**src/rtl/multi_channel_debounce_sync.sv**
```systemverilog
// multi_channel_debounce_sync
//   WIDTH independent channels, each made of:
//   - a SYNC_STAGES-deep metastability chain,
//   - a stable-count debouncer that only moves sync_out after DEBOUNCE_CYCLES
//     consecutive mismatching cycles,
//   - registered rise/fall pulses, plus any_change (OR of all pulses).
// Optional feature macro: GLITCH_COUNT_EN adds glitch_clr / glitch_count and a
// saturating 8-bit rejected-glitch counter per channel.
module multi_channel_debounce_sync #(
    parameter int               WIDTH           = 4,
    parameter int               SYNC_STAGES     = 2,
    parameter int               DEBOUNCE_CYCLES = 4,
    parameter logic [WIDTH-1:0] RESET_VALUE     = '0
) (
    input  logic               clk,
    input  logic               rst,
    input  logic [WIDTH-1:0]   async_in,
    output logic [WIDTH-1:0]   sync_out,
    output logic [WIDTH-1:0]   rise_pulse,
    output logic [WIDTH-1:0]   fall_pulse,
    output logic               any_change
`ifdef GLITCH_COUNT_EN
    ,
    input  logic               glitch_clr,
    output logic [8*WIDTH-1:0] glitch_count
`endif
);

    localparam int CNT_W = ($clog2(DEBOUNCE_CYCLES + 1) < 1) ? 1 : $clog2(DEBOUNCE_CYCLES + 1);
    localparam logic [CNT_W-1:0] CNT_LAST = CNT_W'(DEBOUNCE_CYCLES - 1);

    // Parameter sanity checks at elaboration time.
    if (WIDTH < 1) begin : g_bad_width
        $error("multi_channel_debounce_sync: WIDTH must be >= 1");
    end
    if (SYNC_STAGES < 2) begin : g_bad_sync
        $error("multi_channel_debounce_sync: SYNC_STAGES must be >= 2");
    end
    if (DEBOUNCE_CYCLES < 1) begin : g_bad_deb
        $error("multi_channel_debounce_sync: DEBOUNCE_CYCLES must be >= 1");
    end

    logic [WIDTH-1:0] sync_q [SYNC_STAGES];
    logic [WIDTH-1:0] synced;

    logic [WIDTH-1:0] sync_out_q, sync_out_d;
    logic [WIDTH-1:0] rise_q, rise_d;
    logic [WIDTH-1:0] fall_q, fall_d;
    logic             any_change_q;
    logic [WIDTH-1:0] glitch_ev;

    // Synchroniser chain: stage 0 samples the raw input, later stages shift.
    genvar gi;
    for (gi = 0; gi < SYNC_STAGES; gi++) begin : g_stage
        if (gi == 0) begin : g_first
            // First flop: captures the asynchronous input.
            always_ff @(posedge clk or posedge rst) begin
                if (rst) sync_q[0] <= RESET_VALUE;
                else     sync_q[0] <= async_in;
            end
        end else begin : g_next
            // Subsequent flops: resolve metastability.
            always_ff @(posedge clk or posedge rst) begin
                if (rst) sync_q[gi] <= RESET_VALUE;
                else     sync_q[gi] <= sync_q[gi-1];
            end
        end
    end

    assign synced = sync_q[SYNC_STAGES-1];

    // Per-channel debounce counters.
    for (gi = 0; gi < WIDTH; gi++) begin : g_ch
        logic [CNT_W-1:0] cnt_q, cnt_d;

        // Next-state: clear on match, update output on the last mismatching cycle, else count.
        always_comb begin
            cnt_d          = '0;
            sync_out_d[gi] = sync_out_q[gi];
            rise_d[gi]     = 1'b0;
            fall_d[gi]     = 1'b0;
            if (synced[gi] != sync_out_q[gi]) begin
                if (cnt_q == CNT_LAST) begin
                    sync_out_d[gi] = synced[gi];
                    rise_d[gi]     = synced[gi];
                    fall_d[gi]     = ~synced[gi];
                end else begin
                    cnt_d = cnt_q + CNT_W'(1);
                end
            end
        end

        // Counter register.
        always_ff @(posedge clk or posedge rst) begin
            if (rst) cnt_q <= '0;
            else     cnt_q <= cnt_d;
        end

        // A mismatch run that ended by returning to the current level is a rejected glitch.
        assign glitch_ev[gi] = (synced[gi] == sync_out_q[gi]) && (cnt_q != '0);
    end

    // Output level and single-cycle pulse registers.
    always_ff @(posedge clk or posedge rst) begin
        if (rst) begin
            sync_out_q   <= RESET_VALUE;
            rise_q       <= '0;
            fall_q       <= '0;
            any_change_q <= 1'b0;
        end else begin
            sync_out_q   <= sync_out_d;
            rise_q       <= rise_d;
            fall_q       <= fall_d;
            any_change_q <= |(rise_d | fall_d);
        end
    end

    assign sync_out   = sync_out_q;
    assign rise_pulse = rise_q;
    assign fall_pulse = fall_q;
    assign any_change = any_change_q;

`ifdef GLITCH_COUNT_EN
    for (gi = 0; gi < WIDTH; gi++) begin : g_glitch
        logic [7:0] gcnt_q, gcnt_d;

        // Saturating increment; a clear takes priority over a coincident glitch.
        always_comb begin
            gcnt_d = gcnt_q;
            if (glitch_clr) begin
                gcnt_d = 8'h00;
            end else if (glitch_ev[gi] && (gcnt_q != 8'hFF)) begin
                gcnt_d = gcnt_q + 8'd1;
            end
        end

        // Glitch counter register.
        always_ff @(posedge clk or posedge rst) begin
            if (rst) gcnt_q <= 8'h00;
            else     gcnt_q <= gcnt_d;
        end

        assign glitch_count[8*gi +: 8] = gcnt_q;
    end
`else
    // Without the counters the glitch detector has no consumer.
    logic unused_glitch;
    assign unused_glitch = ^glitch_ev;
`endif

endmodule

```
**config.mk**
```make
export PLATFORM = sky130hd
export DESIGN_NAME = multi_channel_debounce_sync
export DESIGN_NICKNAME = d
export VERILOG_FILES = /design/src/rtl/multi_channel_debounce_sync.sv
export SDC_FILE = /design/constraint.sdc
export NUM_CORES = 1
export LEC_CHECK = 0
export ABC_AREA = 1
export CELL_PAD_IN_SITES_DETAIL_PLACEMENT = 1
export CELL_PAD_IN_SITES_GLOBAL_PLACEMENT = 2
export CORE_MARGIN = 10
export CORE_UTILIZATION = 30
export DETAILED_ROUTE_END_ITERATION = 7
export HOLD_SLACK_MARGIN = 0.02
export PLACE_DENSITY = 0.77
export SYNTH_ARGS = -nofsm -noshare
export SYNTH_HDL_FRONTEND = slang
export SYNTH_SLANG_ARGS = --single-unit
```
**constraint.sdc**
```tcl
create_clock -name clk -period 1 [get_ports clk]
set_input_delay 0.1 -clock clk [delete_from_list [all_inputs] [get_ports clk]]
set_output_delay 0.1 -clock clk [all_outputs]
set_load 0.05 [all_outputs]
```
# Yosys cells after proc, flatten, opt, wreduce, memory -nomap -nowiden

Index checks and enable logic that the tools add are counted.

$add $sub $neg: 4
$mul: 0
Divide/modulo/power cells: 0
Order comparisons: 0
Eq/ne operators: 8
Shift-type cells: 0
Mux-type cells: 24
Bitwise operators: 5
Reductions and logical operators: 5

Operators with widths:

| cell                                                | number |
|---|---|
| two-way mux 3 bit                                   | 8 |
| two-way mux 1 bit                                   | 16 |
| adder 3 x 1 -> 3 bit, second input constant         | 4 |
| equality test 3 x 2 -> 1 bit, second input constant | 4 |
| AND reduction 2 bit                                 | 4 |
| inequality test 1 bit                               | 4 |
| NOT 1 bit                                           | 4 |
| OR 4 bit                                            | 1 |
| OR reduction 4 bit                                  | 1 |

Bits in registers: 33
Latch bits: 0
Memory bits (writable): 0
Memory bits (read-only): 0
Input port bits: 6
Logic and storage cells: 59
Memories kept: 0

# Logic depth before layout (Yosys ltp)

Gate-level depths: netlist of the first run.

Depth in word-level cells: 5
Mapped depth: 7
Depth with buffers taken out: 7

# Least setup slack after synthesis of the first run

Ideal clock, no wire load.

Path type: register to register
From: reg sync_out_q[1], in the netlist sync_out[1]
To: reg any_change_q, in the netlist any_change
Setup time: 0.116 ns
Data arrival time: 1.025 ns
Data required time: 0.884 ns
Setup slack: -0.141 ns
Cell stages (with the launch flop): 8
Buffers on the path: 0
Period minus slack after synthesis: 1.141 ns
Cells stage by stage: dfrtp_1 -> inv_2 -> nand2_2 -> nand2_1 -> nand2_1 -> nand2_1 -> inv_1 -> nand2_1

Cells in the longest elaborated chain, start to end: 4
Elaborated cells on any way between the ends: 5
Classes of those cells: 1 x eq/ne; 2 x mux; 1 x bitwise; 1 x reduce/logical

Ends and longest elaborated chain:

| what                    | RTL line | text |
|---|---|---|
| from (decl)             | 46       | `logic [WIDTH-1:0] sync_out_q, sync_out_d;` |
| from (signal assigned)  | 111      | `sync_out_q <= sync_out_d;` |
| inequality test 1 bit * | 82       | `if (synced[gi] != sync_out_q[gi]) begin` |
| two-way mux 1 bit       | 82       |  |
| OR 4 bit *              | 114      | `any_change_q <= \|(rise_d \| fall_d);` |
| OR reduction 4 bit *    | 114      |  |
| to (signal assigned)    | 114      |  |
| to (decl)               | 49       | `logic any_change_q;` |

Mark *: on every way between the ends. The rest lies on a longest branch, timed or not.
A chain may end at the register's enable or synchronous reset.

# Worst setup path in the final report of the first run

From: reg g_ch[2].cnt_q[0]
To: reg any_change_q, in the netlist any_change

Cells in the longest elaborated chain, start to end: 5
Elaborated cells on any way between the ends: 7
Classes of those cells: 1 x eq/ne; 4 x mux; 1 x bitwise; 1 x reduce/logical

Ends and longest elaborated chain:

| what                           | RTL line | text |
|---|---|---|
| from (decl)                    | 74       | `logic [CNT_W-1:0] cnt_q, cnt_d;` |
| from (signal assigned)         | 96       | `else cnt_q <= cnt_d;` |
| equality test 3 x 2 -> 1 bit * | 83       | `if (cnt_q == CNT_LAST) begin` |
| two-way mux 1 bit              | 83       |  |
| two-way mux 1 bit              | 82       |  |
| OR 4 bit *                     | 114      |  |
| OR reduction 4 bit *           | 114      |  |

Marked as above.

==> flow_metrics.tcl, run 1 <==
set metrics [dict create \
    result_of_the_run "complete, but fails checks" \
    failed_checks "setup timing" \
    avgSynthCellArea_um2 11.0 \
    timing.critical_path.to_type "register" \
    min-delay-path-class "in -> async" \
    power.density_nw_per_um2 2640 \
    synth_area_um2 1230 \
    dieHeight_um 83.9 \
    grt_first_pass_wirelength_mm 4.24 \
    synth_sequential_area_ratio_pct 67.3 \
    drive_gt1_share_pct 52.3 \
    drt_pass1_iterations 4 \
    max_cap_viol_count 0 \
    cts-buffers-inserted 5 \
    rr_worst_depth 7 \
    r2r_setup_slk_ps -20 \
    post-route-period-util_pct 102 \
    num_antenna_cells 0 \
    fin_crit_ps 1020 \
    floorplan.initialDensity_pct 30.9 \
    place_congestion 0.702 \
    fmaxAchievable_mhz 981 \
    netlist_instances 111 \
    overall_global_routing_resource_usage_pct 7.61 \
    setup_slack_ps -19.6 \
    congestion_overflow_gr 0 \
    buffer_ports.inserted 18 \
    fin_skew_ps 7.84 \
    rows 23 \
    route.vias.total 880 \
    tightestPinTransition_ps 178 \
    synth.area.top_cells "sky130_fd_sc_hd__dfrtp_1, sky130_fd_sc_hd__nand2_1, sky130_fd_sc_hd__nor3_2" \
    detail-route-antenna-nets 0 \
    detail_route.wirelength_mm 2.63 \
    cp.required_ps 1170 \
    fillCellCount 412 \
    worst_setup_hold_path_clk_slew_ps 60 \
    yosys_warnings 0 \
    yosysMostFrequentCell "sky130_fd_sc_hd__dfrtp_1" \
    dp_hpwl_mm 1.86 \
    synth.ff_latch_count 33 \
    tritoncts "done" \
    nNetsFinal 162 \
    crit_type "reg -> reg" \
    register_area_um2 831 \
    placedCellCount 189 \
    detail_route.drc_violations 0 \
    floorplan.core_area_um2 3970 \
    fin_hold_ws_ps 161 \
    worst_r2r_end "any_change" \
    reg2reg_from "g_ch[2].cnt_q[0]" \
    io-pin-count 19 \
    synth_largest_area_cell "sky130_fd_sc_hd__dfrtp_1" \
    synthArstFlopShare_pct 100 \
    clk_latency_ps 280 \
    cts.path.max_buffers 2 \
    post_layout_nonfiller_instances 203 \
    synth_commonest_cells "sky130_fd_sc_hd__dfrtp_1, sky130_fd_sc_hd__nand2_1, sky130_fd_sc_hd__inv_1, sky130_fd_sc_hd__nor2_1, sky130_fd_sc_hd__inv_2" \
    first_global_vias 917 \
    count_of_unique_library_cells_instantiated_by_yosys 10 \
    portion_of_synthesized_cell_area_occupied_by_the_leading_cell_type_pct 67.3 \
    maxSlewHeadroom_pct 88.1 \
    post_drt_via_cell_ratio 4.33 \
    design.die.area_um2 7040 \
    syn2layout_area_growth_pct 58.6 \
    pin_count_of_the_biggest_net_entering_global_routing 34 \
    grt_setup_unrepaired "yes" \
    cts_num_sinks 33 \
    synth_edf_count 0 \
    root_buffer "sky130_fd_sc_hd__clkbuf_8" \
    drt-wirelength-per-cell_um 12.9 \
    area_taken_by_multi_input_logic_gates_um2 427 \
    cts.htree.levels 2 \
    drc_marker_count_from_the_first_detailed_route_iteration 9 \
    worstSetupStartpointType "register" \
    power.leakage_uw 0.000926 \
    vdd_ir_drop_max_mv 1.21 \
    antenna_found_initial 0 \
    synth_flop_cell "sky130_fd_sc_hd__dfrtp_1" \
    crit_arrival_ps 1190 \
    timing_hold_violations_final 0 \
    postSynthNetCount 121 \
    critical_path.max_fanout 4 \
    setup-violations-final 1 \
    max_slew_violation_total_from_the_final_report 0 \
    chipWidth_um 83.9 \
]
cell families (layout without fill, tap and decap cells):
kind of cell             count (synthesis)  count (layout)  share of synthesized area [%]
AO/OA/AOI/OAI                            4               4                           2.04
buffers and inverters                   23              65                           7.04
flip-flops                              33              33                           67.3
adder cells (fa/ha/maj)                  4               4                           4.08
AND/OR/NAND/NOR                         47              47                           19.5
area by class of cell:
class,instances,share of cell area (%)
Clock buffer,8,4.63
Inverter,23,4.70
Multi-Input combinational cell,55,21.9
Sequential cell,33,42.7
Tap cell,50,3.22
Timing Repair Buffer,34,22.8
critical path, stage by stage (launching register included):
cell and delay [ps]:
sky130_fd_sc_hd__dfrtp_1 420, sky130_fd_sc_hd__ha_4 190, sky130_fd_sc_hd__nand2_4 80, sky130_fd_sc_hd__inv_2 50, sky130_fd_sc_hd__nand2_1 50, sky130_fd_sc_hd__nand2_1 50, sky130_fd_sc_hd__inv_1 40, sky130_fd_sc_hd__nand2_1 40
per-stage QoR:
stage / setup slack, ps / TNS (ps) / area [um2] / utilization, % / power [uW]
CTS: -16.5 / -16.5 / 1860 / 46.9 / 4970
detailed placement: -80.9 / -133 / 1700 / 42.9 / 3790
floorplan: 3.16 / 0 / 1240 / - / 2870
global placement: -56.5 / -56.5 / 1700 / 42.9 / 3660
finish: -19.6 / -19.6 / 1940 / 49.0 / 5140
global route: -83.4 / -395 / 1940 / 49.0 / 5510
placed cells by master (no fill, tap or decap), types with 5 or more instances in the layout:
cell type / instances
sky130_fd_sc_hd__dfrtp_1: 29
sky130_fd_sc_hd__buf_4: 15
sky130_fd_sc_hd__nand2_1: 14
sky130_fd_sc_hd__buf_12: 14
sky130_fd_sc_hd__inv_1: 11
sky130_fd_sc_hd__inv_2: 10
sky130_fd_sc_hd__nand2_2: 9
sky130_fd_sc_hd__nor2_1: 9
sky130_fd_sc_hd__clkbuf_8: 6
sky130_fd_sc_hd__nor3_2: 5
sky130_fd_sc_hd__clkdlybuf4s50_1: 5
power breakdown:
part	leakage (uW)	switching [uW]	internal, uW	total, uW
sequential	0.000423	299	1630	1930
combinational	0.000458	1120	1090	2210
clock	0.0000455	438	560	998
per-layer routing:
| layer | routed length, um | share of wire, % | global-route usage, % | up-vias |
|---|---|---|---|---|
| li1 | - | - | - | 417 |
| met1 | 1050 | 40 | 7.67 | 433 |
| met2 | 1370 | 52 | 12.1 | 24 |
| met3 | 157 | 6.0 | 4.10 | 6 |
| met4 | 48 | 1.8 | 4.57 | 0 |
| met5 | 0 | 0 | 0 | - |
what timing repair did:
| action | in CTS | in global routing |
|---|---|---|
| resized for setup | 8 | 13 |
| hold buffers | 0 | 0 |
| setup buffers | 4 | 3 |
| setup endpoints to repair | 5 | 15 |
| pin swaps | 10 | 7 |
registers in the layout, indices dropped and copies added (netlist names):
| name | cells |
|---|---|
| any_change | 1 |
| sync_out | 4 |
| g_ch.cnt_q | 12 |
| sync_q | 4 |
| synced | 4 |
| fall_pulse | 4 |
| rise_pulse | 4 |
how the worst max path moves through the flow:
stage / end / from
final: any_change / g_ch[2].cnt_q[0]
after global placement: any_change / g_ch[0].cnt_q[0]
after detailed placement: any_change / g_ch[0].cnt_q[0]
after floorplan: any_change / sync_out[3]
after CTS: any_change / g_ch[0].cnt_q[0]
after global routing: sync_out[3] / g_ch[3].cnt_q[0]
(Power assumes the default switching activity.)
==> run 2, diff against run 1 <==
Settings changed: REMOVE_ABC_BUFFERS from default to 1.
==> run 2 against run 1 <==
Against the previous run:
- the flow still finishes with violations (setup timing)
- combinational power is 39% higher
- sequential share of layout area is 4.8 points lower
- register-to-register slack worse by 70 ps
- clock skew hardly changed
- global-route usage is 1.2 points higher
- utilization is 5.9 points higher
- worst hold slack worse by 6.7 ps
- count of clock-buffer cells in the layout is 1 lower
- critical path type unchanged
==> flow_metrics.tcl, run 2 (synthesis results as in run 1) <==
set metrics [dict create \
    result_of_the_run "complete, but fails checks" \
    failed_checks "setup timing" \
    dp_hpwl_mm 1.92 \
    pwr-share-comb_pct 50.8 \
    drive_gt1_share_pct 59.9 \
    buffer_ports.inserted 18 \
    max_cap_viol_count 0 \
    timing_hold_violations_final 0 \
    crit_type "reg -> reg" \
    reg2reg_from "g_ch[1].cnt_q[0]" \
    detail_route.drc_violations 0 \
    root_buffer "sky130_fd_sc_hd__clkbuf_8" \
    largest-register "g_ch.cnt_q" \
    drt_pass1_iterations 4 \
    critical_path.max_fanout 5 \
    setup-violations-final 10 \
    tritoncts "done" \
    power.sequential.fraction_pct 30.6 \
    largest_register_ff_count 12 \
    worst_setup_hold_path_clk_slew_ps 70 \
    cts_num_sinks 33 \
    power.density_nw_per_um2 2780 \
    fin_crit_ps 1090 \
    fin_hold_ws_ps 155 \
    antenna_found_initial 0 \
    route.vias.total 937 \
    p_switching_uw 2240 \
    pin_count_of_the_biggest_net_entering_global_routing 34 \
    timing.critical_path.to_type "register" \
    worstSetupStartpointType "register" \
    syn2layout_area_growth_pct 77.6 \
    place_congestion 0.697 \
    cts.path.max_buffers 2 \
    congestion_overflow_gr 0 \
    worst_setup_path_endpoint "any_change" \
    post_drt_via_cell_ratio 4.32 \
    cts.htree.levels 2 \
    power_switching_share_pct 37.1 \
    rows 23 \
    drt-wirelength-per-cell_um 14.4 \
    power.leakage_uw 0.00106 \
    detail-route-antenna-nets 0 \
    floorplan.initialDensity_pct 30.9 \
    fillCellCount 407 \
    mostFrequentLayoutCell "sky130_fd_sc_hd__dfrtp_1" \
    worst_r2r_end "any_change" \
    r2r_setup_slk_ps -90 \
    maxSlewHeadroom_pct 87.1 \
    post_layout_nonfiller_instances 217 \
    post-route-period-util_pct 109 \
    rr_worst_depth 7 \
    clk_latency_ps 290 \
    grt_setup_unrepaired "yes" \
    cts-buffers-inserted 5 \
    dieHeight_um 83.9 \
    io-pin-count 19 \
    fin_skew_ps 8.07 \
    nNetsFinal 176 \
    vdd_ir_drop_max_mv 1.32 \
    floorplan.core_area_um2 3970 \
    setup_slack_ps -85.9 \
    timing.critical_path.from "g_ch[1].cnt_q[0]" \
    tightestPinTransition_ps 193 \
    chipWidth_um 83.9 \
    grt_first_pass_wirelength_mm 4.91 \
    num_antenna_cells 0 \
    power.internal_uw 3800 \
    drc_marker_count_from_the_first_detailed_route_iteration 52 \
    max_slew_violation_total_from_the_final_report 0 \
    min-delay-path-class "in -> async" \
    placedCellCount 194 \
    first_global_vias 1027 \
    design.die.area_um2 7040 \
    cp.required_ps 1180 \
    overall_global_routing_resource_usage_pct 8.79 \
    detail_route.wirelength_mm 3.12 \
    most-common-layout-cells "sky130_fd_sc_hd__dfrtp_1, sky130_fd_sc_hd__buf_4, sky130_fd_sc_hd__buf_12" \
    cts_hold_repair.buffers 0 \
    fmaxAchievable_mhz 921 \
    crit_arrival_ps 1270 \
    pwr-share-clk_pct 18.6 \
]
[run 2: area by class of cell]
class	count	area (um2)	area share (%)
Sequential cell	33	826	37.9
Clock buffer	7	96.3	4.43
Inverter	23	106	4.89
Tap cell	50	62.6	2.87
Clock inverter	1	5.00	0.230
Multi-Input combinational cell	55	495	22.8
Timing Repair Buffer	48	586	26.9
[run 2: worst max-delay path, stage by stage, from the launching register on]
cell                      delay (ps)
sky130_fd_sc_hd__dfrtp_1         420
sky130_fd_sc_hd__ha_4            190
sky130_fd_sc_hd__nand2_4         100
sky130_fd_sc_hd__inv_4            50
sky130_fd_sc_hd__nand2_2          40
sky130_fd_sc_hd__nand2_1          60
sky130_fd_sc_hd__inv_1            60
sky130_fd_sc_hd__nand2_1          50
[run 2: worst min path at each step]
stage / from / endpoint / slack, ps
6_report: rst / synced[3] / 150
5_1_grt: rst / sync_out[1] / 180
4_1_cts: rst / synced[1] / 160
3_5_place_dp: sync_q[4] / synced[0] / 340
3_3_place_gp: sync_q[4] / synced[0] / 330
2_1_floorplan: async_in[0] / sync_q[4] / 130
[run 2: what timing repair did]
item	in CTS	in global routing
endpoints found under the setup margin	16	21
pin swaps	10	13
cloned	0	0
setup buffers	9	6
resized for setup	18	41
[run 2: metrics by stage]
stage                     setup WS, ps  instance area (um2)  utilization [%]  TNS, ps  power (uW)
after CTS                        -62.4                 1970             49.6     -275        5440
after global routing              -128                 2180             54.8    -1100        6420
final                            -85.9                 2180             54.8     -416        6040
after floorplan                   -141                 1230                -    -1470        2830
after detailed placement          -114                 1720             43.4     -354        3900
after global placement           -55.8                 1720             43.4    -87.2        3770
[run 2: per-layer routing]
layer  vias to the layer above  GRT usage (%)  part of all wire (%)
met5                         -              0                     0
met4                         0           4.11                   1.4
met3                         4           4.10                   3.8
met2                        14           15.8                    58
met1                       476           8.20                    37
li1                        443              -                     -
[run 2: power groups by stage]
stage	clock (uW)	sequential (uW)	combinational (uW)
2_1_floorplan	0	2150	682
3_3_place_gp	0	1790	1980
3_5_place_dp	0	1820	2080
4_1_cts	1140	1820	2480
5_1_grt	1210	1880	3320
6_report	1120	1850	3070
